**config.mk**
```make
export PLATFORM = sky130hd
export DESIGN_NAME = vga_text_renderer
export DESIGN_NICKNAME = d
export VERILOG_FILES = /design/src/rtl/vga_pkg.sv /design/src/rtl/vga_frame_ctrl.sv /design/src/rtl/vga_text_renderer.sv
export SDC_FILE = /design/constraint.sdc
export NUM_CORES = 1
export LEC_CHECK = 0
export ABC_AREA = 1
export CAP_MARGIN = 5
export CORE_AREA = 4 4 101 103
export CTS_BUF_LIST = sky130_fd_sc_hd__clkbuf_16
export DETAILED_ROUTE_END_ITERATION = 12
export DIE_AREA = 0 0 105 107
export GPL_TIMING_DRIVEN = 0
export PLACE_DENSITY = 0.79
export SYNTH_ARGS = -nofsm -noshare
export SYNTH_HDL_FRONTEND = slang
export SYNTH_HIERARCHICAL = 1
export SYNTH_SLANG_ARGS = --single-unit
export TNS_END_PERCENT = 20
```
**constraint.sdc**
```tcl
create_clock -name clk -period 4.4 [get_ports clk]
set_input_delay 1.1 -clock clk [delete_from_list [all_inputs] [get_ports clk]]
set_output_delay 1.1 -clock clk [all_outputs]
set_load 0.03 [all_outputs]
```
**src/rtl/vga_pkg.sv**
```systemverilog
// vga_pkg: shared text-screen geometry, 16-colour palette and char-map entry layout
package vga_pkg;
  localparam int COLS = 80;
  localparam int ROWS = 30;
  localparam int GLYPH_W = 8;
  localparam int GLYPH_H = 16;
  typedef struct packed {
    logic [3:0] fg;
    logic [3:0] bg;
    logic [7:0] code;
  } map_entry_t;
  localparam logic [23:0] PALETTE [16] = '{
    24'h000000, 24'h0000AA, 24'h00AA00, 24'h00AAAA,
    24'hAA0000, 24'hAA00AA, 24'hAA5500, 24'hAAAAAA,
    24'h555555, 24'h5555FF, 24'h55FF55, 24'h55FFFF,
    24'hFF5555, 24'hFF55FF, 24'hFFFF55, 24'hFFFFFF
  };
  // Sum of two 5-bit rows can reach 60, so two conditional subtracts keep it below ROWS
  function automatic logic [4:0] wrap_row(input logic [5:0] s);
    logic [5:0] r;
    r = s >= 6'(ROWS) ? s - 6'(ROWS) : s;
    return r >= 6'(ROWS) ? 5'(r - 6'(ROWS)) : r[4:0];
  endfunction
endpackage

```
**src/rtl/vga_frame_ctrl.sv**
```systemverilog
// vga_frame_ctrl: vsync falling-edge detect, frame-latched scroll row and cursor blink phase
module vga_frame_ctrl import vga_pkg::*; #(
  parameter int BLINK_FRAMES = 30
) (
  input  logic       clk,
  input  logic       rst_n,
  input  logic       pix_en,
  input  logic       vsync_in,
  input  logic [4:0] scroll_row,
  output logic [4:0] scroll_q,
  output logic       blink_phase
);
  localparam int BW = $clog2(BLINK_FRAMES + 1);
  logic          vsync_prev;
  logic [BW-1:0] blink_cnt;
  logic          frame_start;
  logic          blink_wrap;
  always_comb begin
    frame_start = pix_en & vsync_prev & ~vsync_in;
    blink_wrap  = blink_cnt == BW'(BLINK_FRAMES - 1);
  end
  always_ff @(posedge clk or negedge rst_n)
    if (!rst_n) begin
      vsync_prev  <= 1'b1;
      scroll_q    <= '0;
      blink_cnt   <= '0;
      blink_phase <= 1'b1;
    end else begin
      if (pix_en) vsync_prev <= vsync_in;
      if (frame_start) begin
        scroll_q    <= scroll_row >= 5'(ROWS) ? 5'd0 : scroll_row;
        blink_cnt   <= blink_wrap ? '0 : blink_cnt + 1'b1;
        blink_phase <= blink_phase ^ blink_wrap;
      end
    end
endmodule

```
**src/rtl/vga_text_renderer.sv**
```systemverilog
// vga_text_renderer: 80x30 text-mode pixel pipeline (char map -> glyph ROM -> palette) with
// scroll and blinking cursor; syncs and blank are delayed to stay aligned with the RGB output.
module vga_text_renderer import vga_pkg::*; #(
  parameter int H_START      = 158,
  parameter int BLINK_FRAMES = 30
) (
  input  logic        clk,
  input  logic        rst_n,
  input  logic        pix_en,
  input  logic [9:0]  hcount,
  input  logic [9:0]  vcount,
  input  logic        hsync_in,
  input  logic        vsync_in,
  input  logic        blank_n_in,
  input  logic [4:0]  scroll_row,
  input  logic        cursor_en,
  input  logic [6:0]  cursor_col,
  input  logic [4:0]  cursor_row,
  output logic [11:0] map_addr,
  input  logic [15:0] map_data,
  output logic [11:0] glyph_addr,
  input  logic [7:0]  glyph_data,
  output logic [7:0]  vga_r,
  output logic [7:0]  vga_g,
  output logic [7:0]  vga_b,
  output logic        hsync,
  output logic        vsync,
  output logic        vga_blank_n
);
  localparam int LW = $clog2(GLYPH_H);
  logic [4:0]    scroll_q;
  logic          blink_phase;
  logic [9:0]    x;
  logic [6:0]    col, col_a;
  logic [4:0]    row, row_eff;
  logic          oob, hit, pix;
  logic [3:0]    idx, idx2, fg1, bg1;
  logic [LW-1:0] line0;
  logic [2:0]    x0, x1;
  logic          hit0, hit1, oob0, oob1;
  logic [2:0]    hs, vs, bn;
  map_entry_t    ent;
  vga_frame_ctrl #(.BLINK_FRAMES(BLINK_FRAMES)) u_frame (
    .clk         (clk),
    .rst_n       (rst_n),
    .pix_en      (pix_en),
    .vsync_in    (vsync_in),
    .scroll_row  (scroll_row),
    .scroll_q    (scroll_q),
    .blink_phase (blink_phase)
  );
  always_comb begin
    x       = hcount - 10'(H_START);
    col     = x[9:3];
    row     = vcount[8:4];
    row_eff = wrap_row({1'b0, row} + {1'b0, scroll_q});
    oob     = x >= 10'(COLS * GLYPH_W);
    col_a   = oob ? 7'd0 : col;
    hit     = cursor_en & blink_phase & (col == cursor_col) & (row == cursor_row);
    ent     = map_entry_t'(map_data);
    pix     = glyph_data[3'd7 - x1];
    idx     = oob1 ? 4'd0 : (pix ^ hit1) ? fg1 : bg1;
  end
  // Sync/blank shift registers idle high/high/low so reset never emits a spurious pulse
  always_ff @(posedge clk or negedge rst_n)
    if (!rst_n) begin
      map_addr    <= '0;
      line0       <= '0;
      x0          <= '0;
      hit0        <= 1'b0;
      oob0        <= 1'b0;
      glyph_addr  <= '0;
      fg1         <= '0;
      bg1         <= '0;
      x1          <= '0;
      hit1        <= 1'b0;
      oob1        <= 1'b0;
      idx2        <= '0;
      hs          <= '1;
      vs          <= '1;
      bn          <= '0;
      vga_r       <= '0;
      vga_g       <= '0;
      vga_b       <= '0;
      hsync       <= 1'b1;
      vsync       <= 1'b1;
      vga_blank_n <= 1'b0;
    end else if (pix_en) begin
      map_addr              <= 12'({row_eff, 6'b0}) + 12'({row_eff, 4'b0}) + 12'(col_a);
      line0                 <= vcount[LW-1:0];
      x0                    <= x[2:0];
      hit0                  <= hit;
      oob0                  <= oob;
      glyph_addr            <= {ent.code, line0};
      fg1                   <= ent.fg;
      bg1                   <= ent.bg;
      x1                    <= x0;
      hit1                  <= hit0;
      oob1                  <= oob0;
      idx2                  <= idx;
      hs                    <= {hs[1:0], hsync_in};
      vs                    <= {vs[1:0], vsync_in};
      bn                    <= {bn[1:0], blank_n_in};
      {vga_r, vga_g, vga_b} <= bn[2] ? PALETTE[idx2] : 24'd0;
      hsync                 <= hs[2];
      vsync                 <= vs[2];
      vga_blank_n           <= bn[2];
    end
endmodule
```
==> impl_metrics.py <==
metrics = {
    "timing": {
        "tns_ns": -0.942,
        "worstMarginPinSlew_ns": 0.516,
        "maxSlewHeadroom": 0.656,
        "min_period_over_period": 1.08,
        "period_needed_ns": 4.75,
        "rsz0062_at_grt": "yes",
        "setup_ws_ns": -0.349,
        "maxSlewViolCount": 0,
        "whs_ns": 0.469,
        "setup_viol": 4,
        "fin_skew_ns": 0.00746,
        "fmax_ghz": 0.211,
        "hold_viol": 0,
    },
    "critical_path": {
        "max_stage_delay_ns": 0.63,
        "critPathRequiredTime_ns": 4.62,
        "crit_family": "simple AND/OR/NAND/NOR gates",
        "r2r_end": "map_addr[10]",
        "r2r_cells": 26,
        "r2r_setup_slack_ns": 0.10,
        "cp.arrival_ns": 4.97,
        "crit_cells": 27,
        "crit_buf_inv": 2,
        "crit_top_cell": "nor2_4",
        "endpoint_kind": "register",
        "crit_slowest_cell": "fa_2",
        "crit_type": "in2reg",
        "worstPathMaxFanout": 5,
        "cp-start-kind": "input port",
        "reg2reg_from": "u_frame/scroll_q[0]",
    },
    "die": {
        "io_pins": 119,
        "fp.dieH_um": 107,
        "rows": 35,
        "design.die.area_um2": 11200,
        "initial_utilization": 0.482,
        "core_um2": 9200,
        "die_w_um": 105,
    },
    "clocking": {
        "cts_hold_buf": 0,
        "cts.sinks": 79,
        "cts_tree": "done",
        "htreeDepth": 3,
        "cts-root-buf": "clkbuf_16",
        "cts_buffers": 9,
        "clk_pin_slew_ns": 0.06,
        "clk_path_buf_depth": 2,
        "clk_latency_ns": 0.33,
    },
    "global_routing": {
        "grt_max_degree": 75,
        "grt_pass1_vias": 4173,
        "grt_use_total": 0.219,
        "grt_antenna_before_repair": 0,
        "grt_pass1_wl_mm": 19.8,
        "grt-ovfl-total": 0,
    },
    "logic_synthesis": {
        "synth_seq_cells": 79,
        "synthSimpleGateAreaFrac": 0.281,
        "synthCells": 545,
        "yosysTopAreaCellShare": 0.390,
        "synth_top_family_by_area": "simple AND/OR/NAND/NOR gates",
        "synth_compound_area_frac": 0.0842,
        "synth_xor_area_frac": 0.0297,
        "yosys_warnings": 6,
        "ys_types": 39,
        "synth_top_area_cell": "dfrtp_1",
        "yosys.area_share.adder": 0.0672,
        "synth_mux_area_frac": 0,
        "syn_nets": 635,
        "syn_area_per_cell_um2": 8.13,
        "synth_top_cells_by_area": "dfrtp_1 (39%), nand2_1 (17%), dfstp_2 (5.9%)",
        "yosysSeqAreaShare": 0.449,
        "syn-cell-area_um2": 4430,
    },
    "drt": {
        "drt_iter0_markers": 204,
        "via_count": 4152,
        "remaining_drc_errors": 0,
        "totalWireLength_mm": 12.1,
        "dr.pass1.iters": 4,
        "ant_nets": 0,
        "wl_per_cell_um": 14.9,
        "via_per_inst": 5.13,
    },
    "placement": {
        "placed_cell_area_um2": 5830,
        "port_buffers": 117,
        "hpwlAfterDp_mm": 8.74,
        "gp_congestion": 0.896,
    },
    "final_layout": {
        "syn_to_final_growth_pct": 45.3,
        "layout_commonest_cell": "nand2_1",
        "nNetsFinal": 784,
        "multi_input_area_um2": 2240,
        "seq_area_um2": 1990,
        "layout-drive-gt1-share": 0.173,
        "fin_area_um2": 6430,
        "layout_common_cells": "nand2_1 (194), clkdlybuf4s50_1 (112), dfrtp_1 (69)",
        "antenna_cells": 0,
        "num-fill-cells": 739,
    },
    "power_and_ir_drop": {
        "p_sw_frac": 0.399,
        "leakagePower_nw": 3.13,
        "seqPwrFrac": 0.261,
        "comb_power_share": 0.517,
        "p_int_mw": 2.17,
        "pwr-share-clk": 0.222,
        "vdd_drop_max_v": 0.000562,
        "cellPowerDensity_nw_per_um2": 563,
        "power.total_mw": 3.62,
        "power.switching_mw": 1.45,
    },
    "hold_path": {
        "holdCritPathClass": "reg2reg",
        "holdPathEnd": "glyph_addr[1]",
        "hold_depth": 2,
        "min_from": "glyph_addr[1]",
    },
    "run": {
        "max-cap-violations": 0,
    },
    "status": {
        "violations": "setup timing",
        "status": "finished, violations left",
    },
}
==> cell families after synthesis <==
family / count (synthesis)
XOR/XNOR: 15
flip-flops: 79
buffers and inverters: 84
AND/OR/NAND/NOR: 282
adder cells (fa/ha/maj): 22
AO/OA/AOI/OAI: 63
==> metal layers <==
metal	global-route usage	vias up	wire length (um)
met5	0	-	0
met2	0.405	118	6360
met1	0.254	1992	4780
li1	-	2012	-
met3	0.0307	30	591
met4	0.0928	0	341
==> sequential cells by signal, indices dropped and copies added, names as in the netlist, 2 cells and up <==
signal	count
bg1	4
bn	3
fg1	4
glyph_addr	12
hs	3
idx2	4
line0	4
map_addr	12
u_frame/blink_cnt	5
u_frame/scroll_q	5
vga_g	2
vga_r	2
vs	3
x0	3
x1	3
==> worst max path at each step <==
stage               from      endpoint  slack, ns
3_3_place_gp   vcount[4]  map_addr[10]       -1.0
6_report       vcount[4]  map_addr[10]      -0.35
3_5_place_dp   vcount[4]  map_addr[10]      -1.11
2_1_floorplan  vcount[4]  map_addr[10]      -0.15
5_1_grt        vcount[4]  map_addr[10]      -0.53
4_1_cts        vcount[4]  map_addr[10]      -0.14
==> timing repair <==
item / 4_1_cts / 5_1_grt
buffers inserted: 13 / 7
gates resized for setup: 16 / 17
pin swaps: 25 / 27
endpoints found under the setup margin: 6 / 5
==> layout make-up <==
cell class,instances,share of cell area
clock inverter,7,0.0148
inverter,51,0.0297
tap,111,0.0216
buffer,33,0.0317
clock buffer,9,0.0350
timing repair buffer,138,0.210
multi-input combinational,382,0.348
sequential,79,0.309
==> stage by stage <==
stage | worst slack [ns] | util | cells
finish | -0.349 | 0.700 | 810
global route | -0.533 | 0.700 | 810
CTS | -0.144 | 0.686 | 803
detailed placement | -1.11 | 0.634 | 774
global placement | -0.996 | 0.632 | 773
floorplan | -0.151 | - | 545
==> worst register-to-register path: stages (launching register included) <==
cell	delay, ns
dfrtp_1	0.41
ha_4	0.19
fa_2	0.63
inv_2	0.07
nor2_4	0.12
nand3_2	0.12
nor2_4	0.17
nor2_4	0.07
nand2_4	0.12
nand2_4	0.08
nand2_8	0.10
nand3_4	0.09
nor2_4	0.12
nor2_2	0.05
nand2_1	0.07
nand2_2	0.07
fa_2	0.45
ha_4	0.29
a21oi_2	0.05
nor2_2	0.14
nor2_1	0.07
nor2_1	0.18
nor2_1	0.07
o21ai_1	0.19
nand3_1	0.12
nand3_2	0.10
nand2_1	0.07
==> Yosys cell counts (all sizes together) <==
library cell    n
a211oi          2
a21oi           7
a221oi          1
a22o            2
a31oi           1
buf            21
clkbuf         12
dfrtp          69
dfstp          10
fa              3
ha             19
inv            51
nand2         207
nand3          27
nand3b          1
nand4           6
nor2           38
nor3            2
o211ai          2
o21ai          40
o21bai          1
o22ai           4
o2bb2ai         1
o311ai          1
o31ai           1
or2             1
xnor2           5
xor2           10
==> power by group through the flow <==
stage	logic [mW]	registers [mW]	clock network, mW
after floorplan	0.987	1.05	0
after global placement	1.47	0.948	0
after detailed placement	1.54	0.951	0
after CTS	1.68	0.945	0.804
after global routing	2.06	0.963	0.837
final	1.87	0.946	0.803
(Power assumes the default switching activity.)
